==> config.mk <==
export PLATFORM = sky130hd
export DESIGN_NAME = dac_write_sched
export DESIGN_NICKNAME = d
export VERILOG_FILES = /design/src/rtl/dac_write_sched.sv
export SDC_FILE = /design/constraint.sdc
export NUM_CORES = 1
export LEC_CHECK = 0
export BUFFER_PORTS_ARGS = -buffer_cell sky130_fd_sc_hd__buf_4
export CAP_MARGIN = 10
export CORE_AREA = 2 2 83 85
export CTS_CLUSTER_DIAMETER = 120
export DETAILED_ROUTE_END_ITERATION = 8
export DIE_AREA = 0 0 85 87
export GPL_ROUTABILITY_DRIVEN = 0
export PLACE_DENSITY_LB_ADDON = 0.08
export RECOVER_POWER = 100
export SYNTH_ARGS = -nofsm -noshare
export SYNTH_HDL_FRONTEND = slang
export SYNTH_SLANG_ARGS = --single-unit
==> constraint.sdc <==
create_clock -name clk -period 2.6 [get_ports clk]
set_input_delay 0.39 -clock clk [delete_from_list [all_inputs] [get_ports clk]]
set_output_delay 0.39 -clock clk [all_outputs]
set_load 0.03 [all_outputs]
==> src/rtl/dac_write_sched.sv <==
// Shadow-register write scheduler and 16-bit serializer for the Flashy ADC-board control DAC.
// Dirty registers are sent round-robin; reset marks every register dirty so defaults go out first.
module dac_write_sched #(
  parameter int unsigned BIT_CYCLES = 256,
  parameter int unsigned GAP_CYCLES = 32,
  parameter bit          REFRESH    = 1'b0
) (
  input  logic       clk,
  input  logic       rst,
  input  logic       wr_valid,
  output logic       wr_ready,
  input  logic [1:0] wr_addr,
  input  logic [7:0] wr_data,
  output logic       busy,
  output logic       frame_done,
  output logic       ADC_DACCTRL
);

  localparam int unsigned BW = (BIT_CYCLES > 1) ? $clog2(BIT_CYCLES) : 1;
  localparam int unsigned GW = (GAP_CYCLES > 1) ? $clog2(GAP_CYCLES) : 1;
  localparam logic [BW-1:0] BIT_LAST = BW'(BIT_CYCLES - 1);
  localparam logic [GW-1:0] GAP_LAST = GW'(GAP_CYCLES - 1);

  typedef enum logic [1:0] {IDLE, LOAD, SHIFT, GAP} state_t;

  state_t        state;
  state_t        state_nxt;
  logic [7:0]    shadow [4];
  logic [3:0]    dirty;
  logic [1:0]    ptr;
  logic [1:0]    sel;
  logic [1:0]    idx;
  logic [15:0]   shreg;
  logic [BW-1:0] cyc_cnt;
  logic [3:0]    bit_cnt;
  logic [GW-1:0] gap_cnt;
  logic          bit_end;
  logic          frame_end;
  logic          gap_end;
  logic          wr_fire;

  assign bit_end   = (cyc_cnt == BIT_LAST);
  assign frame_end = bit_end && (bit_cnt == 4'd15);
  assign gap_end   = (gap_cnt == GAP_LAST);
  assign wr_ready  = !rst && (state != LOAD);
  assign wr_fire   = wr_valid && wr_ready;
  assign busy      = (state != IDLE);

  // First dirty index at or above ptr (wrapping); the lowest offset is assigned last and wins.
  always_comb begin
    sel = ptr;
    idx = '0;
    for (int unsigned i = 4; i > 0; i--) begin
      idx = ptr + 2'(i - 1);
      if (dirty[idx]) sel = idx;
    end
  end

  always_comb begin
    state_nxt = state;
    case (state)
      IDLE:    if ((|dirty) || REFRESH) state_nxt = LOAD;
      LOAD:    state_nxt = SHIFT;
      SHIFT:   if (frame_end) state_nxt = GAP;
      GAP:     if (gap_end) state_nxt = IDLE;
      default: state_nxt = IDLE;
    endcase
  end

  always_ff @(posedge clk) begin
    if (rst) state <= IDLE;
    else     state <= state_nxt;
  end

  always_ff @(posedge clk) begin
    if (rst) begin
      shadow[0]   <= 8'hC0;
      shadow[1]   <= 8'h80;
      shadow[2]   <= 8'hC0;
      shadow[3]   <= 8'h80;
      dirty       <= '1;
      ptr         <= '0;
      shreg       <= '0;
      cyc_cnt     <= '0;
      bit_cnt     <= '0;
      gap_cnt     <= '0;
      frame_done  <= 1'b0;
      ADC_DACCTRL <= 1'b0;
    end else begin
      frame_done  <= (state == SHIFT) && frame_end;
      ADC_DACCTRL <= (state == SHIFT) ? shreg[15] : 1'b0;
      case (state)
        LOAD: begin
          shreg      <= {5'b11111, sel, 1'b1, shadow[sel]};
          dirty[sel] <= 1'b0;
          ptr        <= sel + 2'd1;
          cyc_cnt    <= '0;
          bit_cnt    <= '0;
        end
        SHIFT: begin
          if (bit_end) begin
            cyc_cnt <= '0;
            shreg   <= {shreg[14:0], 1'b0};
            bit_cnt <= bit_cnt + 4'd1;
          end else begin
            cyc_cnt <= cyc_cnt + BW'(1);
          end
        end
        GAP:     gap_cnt <= gap_end ? '0 : gap_cnt + GW'(1);
        default: ;
      endcase
      // A write never lands in LOAD, so it cannot collide with the dirty clear above.
      if (wr_fire) begin
        shadow[wr_addr] <= wr_data;
        dirty[wr_addr]  <= 1'b1;
      end
    end
  end

endmodule

Yosys cells after proc, flatten, opt, wreduce, memory -nomap -nowiden
Memories as Yosys holds them, arrays and structs flattened.
Cells that the tools add are included.
{"block": "totals", "mem_count": 1, "regBits": 43, "inputBits": 13, "mem_bits_rw": 32}
{"name": "shadow", "words": 4, "word_bits": 8, "rd": 1, "rd_ports_with_merged_regs": 0, "wr": 4, "line": "28", "rtl": "logic [7:0] shadow [4];"}
{"block": "classes", "n_reduce_logical": 15, "add_sub_neg": 7, "magnitude_cmp": 8, "eq_ne": 11, "n_mux": 38, "bitwise": 4}
{"operator": "$pmux 16 s2", "n": 1}
{"operator": "$lt 2x3->1 const B", "n": 6}
{"operator": "$mux 16", "n": 1}
{"operator": "$mux 2", "n": 8}
{"operator": "$mux 4", "n": 4}
{"operator": "$mux 8", "n": 2}
{"operator": "$pmux 8 s2", "n": 1}
{"operator": "$mux 1", "n": 12}
{"operator": "$add 8x1->8 const B", "n": 1}
{"operator": "$bmux 1 s2", "n": 4}
{"operator": "$eq 8x8->1 const B", "n": 1}
{"operator": "$ne 2x2->1 const B", "n": 4}
{"operator": "$pmux 2 s4", "n": 1}
{"operator": "$pmux 4 s2", "n": 1}
{"operator": "$reduce_or 8->1", "n": 1}
{"operator": "$logic_and 1x1->1", "n": 6}
{"operator": "$add 5x1->5 const B", "n": 1}
{"operator": "$eq 5x5->1 const B", "n": 1}
{"operator": "$mux 5", "n": 1}
{"operator": "$add 2x1->2 const B", "n": 2}
{"operator": "$add 2x2->2 const B", "n": 2}
{"operator": "$add 4x1->4 const B", "n": 1}
{"operator": "$and 4x4->4", "n": 1}
{"operator": "$demux 1 s2", "n": 2}
{"operator": "15 further kinds", "n": 18}

Longest topological paths before layout
{"block": "depth", "ltp_word": 17, "depth_mapped": 9, "ltp_nobuf": 7}

Worst setup path before layout
No wires, ideal clock.
{"block": "synth_path", "path_type": "register to register", "from": "register state[1]", "to": "memory shadow[2][0] (enable)", "path_slack_ps": 140, "path_stages_with_launch": 8, "period_less_slack_ps": 2460, "setup_ps": 387, "arrival_ps": 2073, "path_cell_list": "dfxtp_1 > inv_1 > ha_1 > clkbuf_1 > nor2_4 > and2_1 > nand2_1 > o21ai_0"}
{"element": "start, declared", "line": "26", "rtl": "state_t state;"}
{"element": "start signal, assigned", "line": "72", "rtl": "else state <= state_nxt;"}
{"element": "end, declared", "line": "28"}

Worst setup path after layout
{"block": "layout_path", "from": "register dirty[3]", "to": "register shreg[7]"}
{"block": "layout_between", "elab_chain_cells": 8, "word_cells_on_any_way": 14}
{"element": "start, declared", "line": "29", "rtl": "logic [3:0] dirty;"}
{"element": "start signal, assigned", "line": "81", "rtl": "dirty <= '1;"}
{"element": "start signal, assigned by index", "line": "95", "rtl": "dirty[sel] <= 1'b0;"}
{"element": "start signal, assigned by index", "line": "115", "rtl": "dirty[wr_addr] <= 1'b1;"}
{"element": "$bmux 1 s2", "line": "55", "rtl": "if (dirty[idx]) sel = idx;"}
{"element": "$mux 1 (not written as such)", "line": "55"}
{"element": "$mux 2 (3 in a row)", "line": "55"}
{"element": "$mux 2 (*)", "line": "55"}
{"element": "$mem_v2 4x8 (*)"}
{"element": "$pmux 16 s2 (*)", "line": "92", "rtl": "case (state)"}
{"element": "end signal, assigned", "line": "94", "rtl": "shreg <= {5'b11111, sel, 1'b1, shadow[sel]};"}
{"element": "end signal, assigned", "line": "103", "rtl": "shreg <= {shreg[14:0], 1'b0};"}
{"element": "end, declared", "line": "33", "rtl": "logic [15:0] shreg;"}
Mark *: on every way between the ends. The rest lies on a longest branch, timed or not. The select of a mux whose other input is x is not followed.
A chain may end at the register's enable or synchronous reset.

==> flow_summary.json <==
{
  "status": "finished, final reports clean",
  "drc": 0,
  "powerDensity_nw_per_um2": 988,
  "path_clk_slew_ns": 0.07,
  "antenna_found_initial": 0,
  "vias": 2455,
  "design_area_um2": 3850,
  "synth_xor_area_share_pct": 1.76,
  "min_period_ns": 2.22,
  "crit_path_top_delay_cell": "dfxtp_1",
  "r2r_cells": 7,
  "overflow": 0,
  "skew_ns": 0.00798,
  "start_util_pct": 53.0,
  "cp-start-kind": "flip-flop",
  "cpPeakStageDelay_ns": 0.53,
  "wl_per_cell_um": 15.5,
  "numPortBuffers": 16,
  "first_pass_iters": 4,
  "clockBufferDepth": 2,
  "grt_max_degree": 28,
  "cp-startpoint": "dirty[3]",
  "final.setup.tns_ns": 0,
  "ctsResizeCount": 0,
  "ir_worst_vdd_mv": 0.521,
  "drive_gt1_share_pct": 11.6,
  "wl_mm": 6.74,
  "ys_types": 52,
  "endpoint_kind": "flip-flop",
  "setup_violations": 0,
  "antenna_cells": 0,
  "timing.rr.end": "shreg[7]",
  "ys_seq_area_share_pct": 52.3,
  "htreeDepth": 3,
  "path_class": "flip-flop to flip-flop",
  "relSlewSlack_pct": 47.1,
  "syn_area_per_cell_um2": 10.5,
  "regToRegStartpoint": "dirty[3]",
  "dp_hpwl_mm": 4.80,
  "worst-path-max-fanout": 20,
  "worstMarginPinSlew_ns": 0.794,
  "mostFrequentLayoutCell": "dfxtp_1",
  "layout_common_cells": "dfxtp_1 (43), edfxtp_1 (32), nand2_1 (28), nor2_1 (27), buf_4 (15)",
  "core_um2": 6570,
  "hold_viol": 0,
  "cts_buffers": 9,
  "detail-route-antenna-nets": 0,
  "worstPathCellList": "nor2b_1, o21ai_1, o311a_1, clkbuf_2, mux2_1, a221oi_2, nor2_1",
  "synth-adder-area-share_pct": 3.23,
  "synth_compound_area_share_pct": 13.6,
  "die_y_um": 87,
  "fin_crit_sh_pct": 85.3,
  "grt_usage_pct": 19.7,
  "grt_pass1_vias": 2372,
  "whs_ns": 0.357,
  "synth_edf_count": 32,
  "ys_ff_latch": 75,
  "die-area_um2": 7400,
  "place_area_um2": 3670,
  "yosysWarnings": 0,
  "io_pins": 17,
  "die_x_um": 85,
  "worst_hold_path.endpoint": "shadow[2][6]",
  "reg2reg_slack_ns": 0.38,
  "nets": 371,
  "min_path_type": "input port to flip-flop",
  "synth_top_family_by_area": "simple AND/OR/NAND/NOR gates",
  "yosys.area_share.simple_pct": 21.3,
  "synthMuxAreaShare_pct": 4.67,
  "placementRows": 30,
  "syn_area_um2": 3480,
  "slew_violations": 0,
  "syn_to_final_growth_pct": 10.5,
  "hold_buffers": 0,
  "postSynth.asyncResetShare_pct": 0,
  "max-cap-violations": 0,
  "cts.sinks": 75,
  "viasPerCell": 5.66,
  "max_freq_ghz": 0.451,
  "dr.first_iter.drc_count": 71,
  "rsz0062_at_grt": "false",
  "p_leak_nw": 1.42,
  "cts_tree": "done",
  "cts-root-buf": "clkbuf_8",
  "min_path_cells": 2,
  "post-cts-setup-buffers": 0,
  "synthCells": 331,
  "crit_required_ns": 2.82,
  "syn_nets": 353,
  "synth_ff_type": "dfxtp_1",
  "clk_latency_ns": 0.34,
  "cp.arrival_ns": 2.44,
  "grt_pass1_wl_mm": 11.3,
  "fillers": 564,
  "min_from": "wr_data[6]"
}
state kept, by name, indices dropped and copies added, names as in the netlist:
signal / cells
shadow: 32
shreg: 16
cyc_cnt: 8
gap_cnt: 5
bit_cnt: 4
dirty: 4
ptr: 2
state: 2
ADC_DACCTRL: 1
frame_done: 1
power by group:
part / total (mW) / internal, mW / switching, mW
logic: 1.27 / 0.522 / 0.750
registers: 1.57 / 1.42 / 0.154
clock network: 0.958 / 0.557 / 0.401
total: 3.80 / 2.50 / 1.30
worst max-delay path, delay by kind of cell, from the launching register on:
kind | cells | cell delay [ns]
AOI/OAI and AO/OA | 3 | 0.58
DFF | 1 | 0.53
buffers and inverters | 1 | 0.43
muxes | 1 | 0.42
and+or+nand+nor | 2 | 0.15
Yosys cell counts, types with 4 or more instances:
library cell / n / area (um^2)
a211oi_1: 6 / 45.0
a21o_1: 5 / 37.5
a21oi_1: 7 / 35.0
a221o_1: 4 / 40.0
a31oi_1: 8 / 50.1
and2_1: 21 / 131
and3_1: 12 / 75.1
buf_2: 6 / 30.0
clkbuf_1: 6 / 22.5
dfxtp_1: 43 / 861
edfxtp_1: 32 / 961
ha_1: 9 / 113
inv_1: 7 / 26.3
mux2_4: 4 / 60.1
mux2i_1: 8 / 80.1
nand2_1: 28 / 105
nand2b_1: 8 / 50.1
nand3_1: 11 / 55.1
nand4_1: 4 / 25.0
nor2_1: 27 / 101
nor2b_1: 7 / 43.8
nor3_1: 7 / 35.0
o21ai_0: 7 / 35.0
o221ai_1: 7 / 61.3
xnor2_1: 4 / 35.0
worst max path at each step:
stage	end	slack (ns)	cells past startpoint
2_1_floorplan	shadow[2][0]	0.14	7
3_3_place_gp	shadow[0][0]	0.64	7
3_5_place_dp	shadow[2][0]	0.59	7
4_1_cts	shadow[2][1]	0.58	7
5_1_grt	shadow[0][3]	0.21	7
6_report	shreg[7]	0.38	7
final cells by class:
class | count | area (um^2) | area share, %
clock inverter | 3 | 42.5 | 1.11
timing repair buffer | 23 | 144 | 3.74
clock buffer | 13 | 181 | 4.71
inverter | 7 | 26.3 | 0.683
tap | 80 | 100 | 2.60
sequential | 75 | 1820 | 47.3
multi-input combinational | 233 | 1530 | 39.8
logic make-up (layout without fill, tap and decap cells):
kind of cell             count (synthesis)  count (layout)
AND/OR/NAND/NOR                        141             141
flip-flops                              75              75
AO/OA/AOI/OAI                           62              62
buffers and inverters                   23              46
multiplexers                            14              14
adder cells (fa/ha/maj)                  9               9
XOR/XNOR                                 7               7
metrics by stage:
step	cells	util, %	power [mW]	worst slack, ns
final	434	58.6	3.80	0.383
after global routing	434	58.6	4.05	0.214
after CTS	434	59.3	3.90	0.579
after detailed placement	418	55.9	2.93	0.594
after global placement	418	55.9	2.92	0.637
after floorplan	331	-	2.65	0.140
layer usage:
layer	global-route usage, %	part of all wire [%]	up-vias
met4	7.22	1.3	0
met3	5.21	2.7	8
met1	24.7	47	1161
met2	33.1	49	41
li1	-	-	1245
met5	0	0	-
Note: power is estimated with default switching activity, not from simulation.
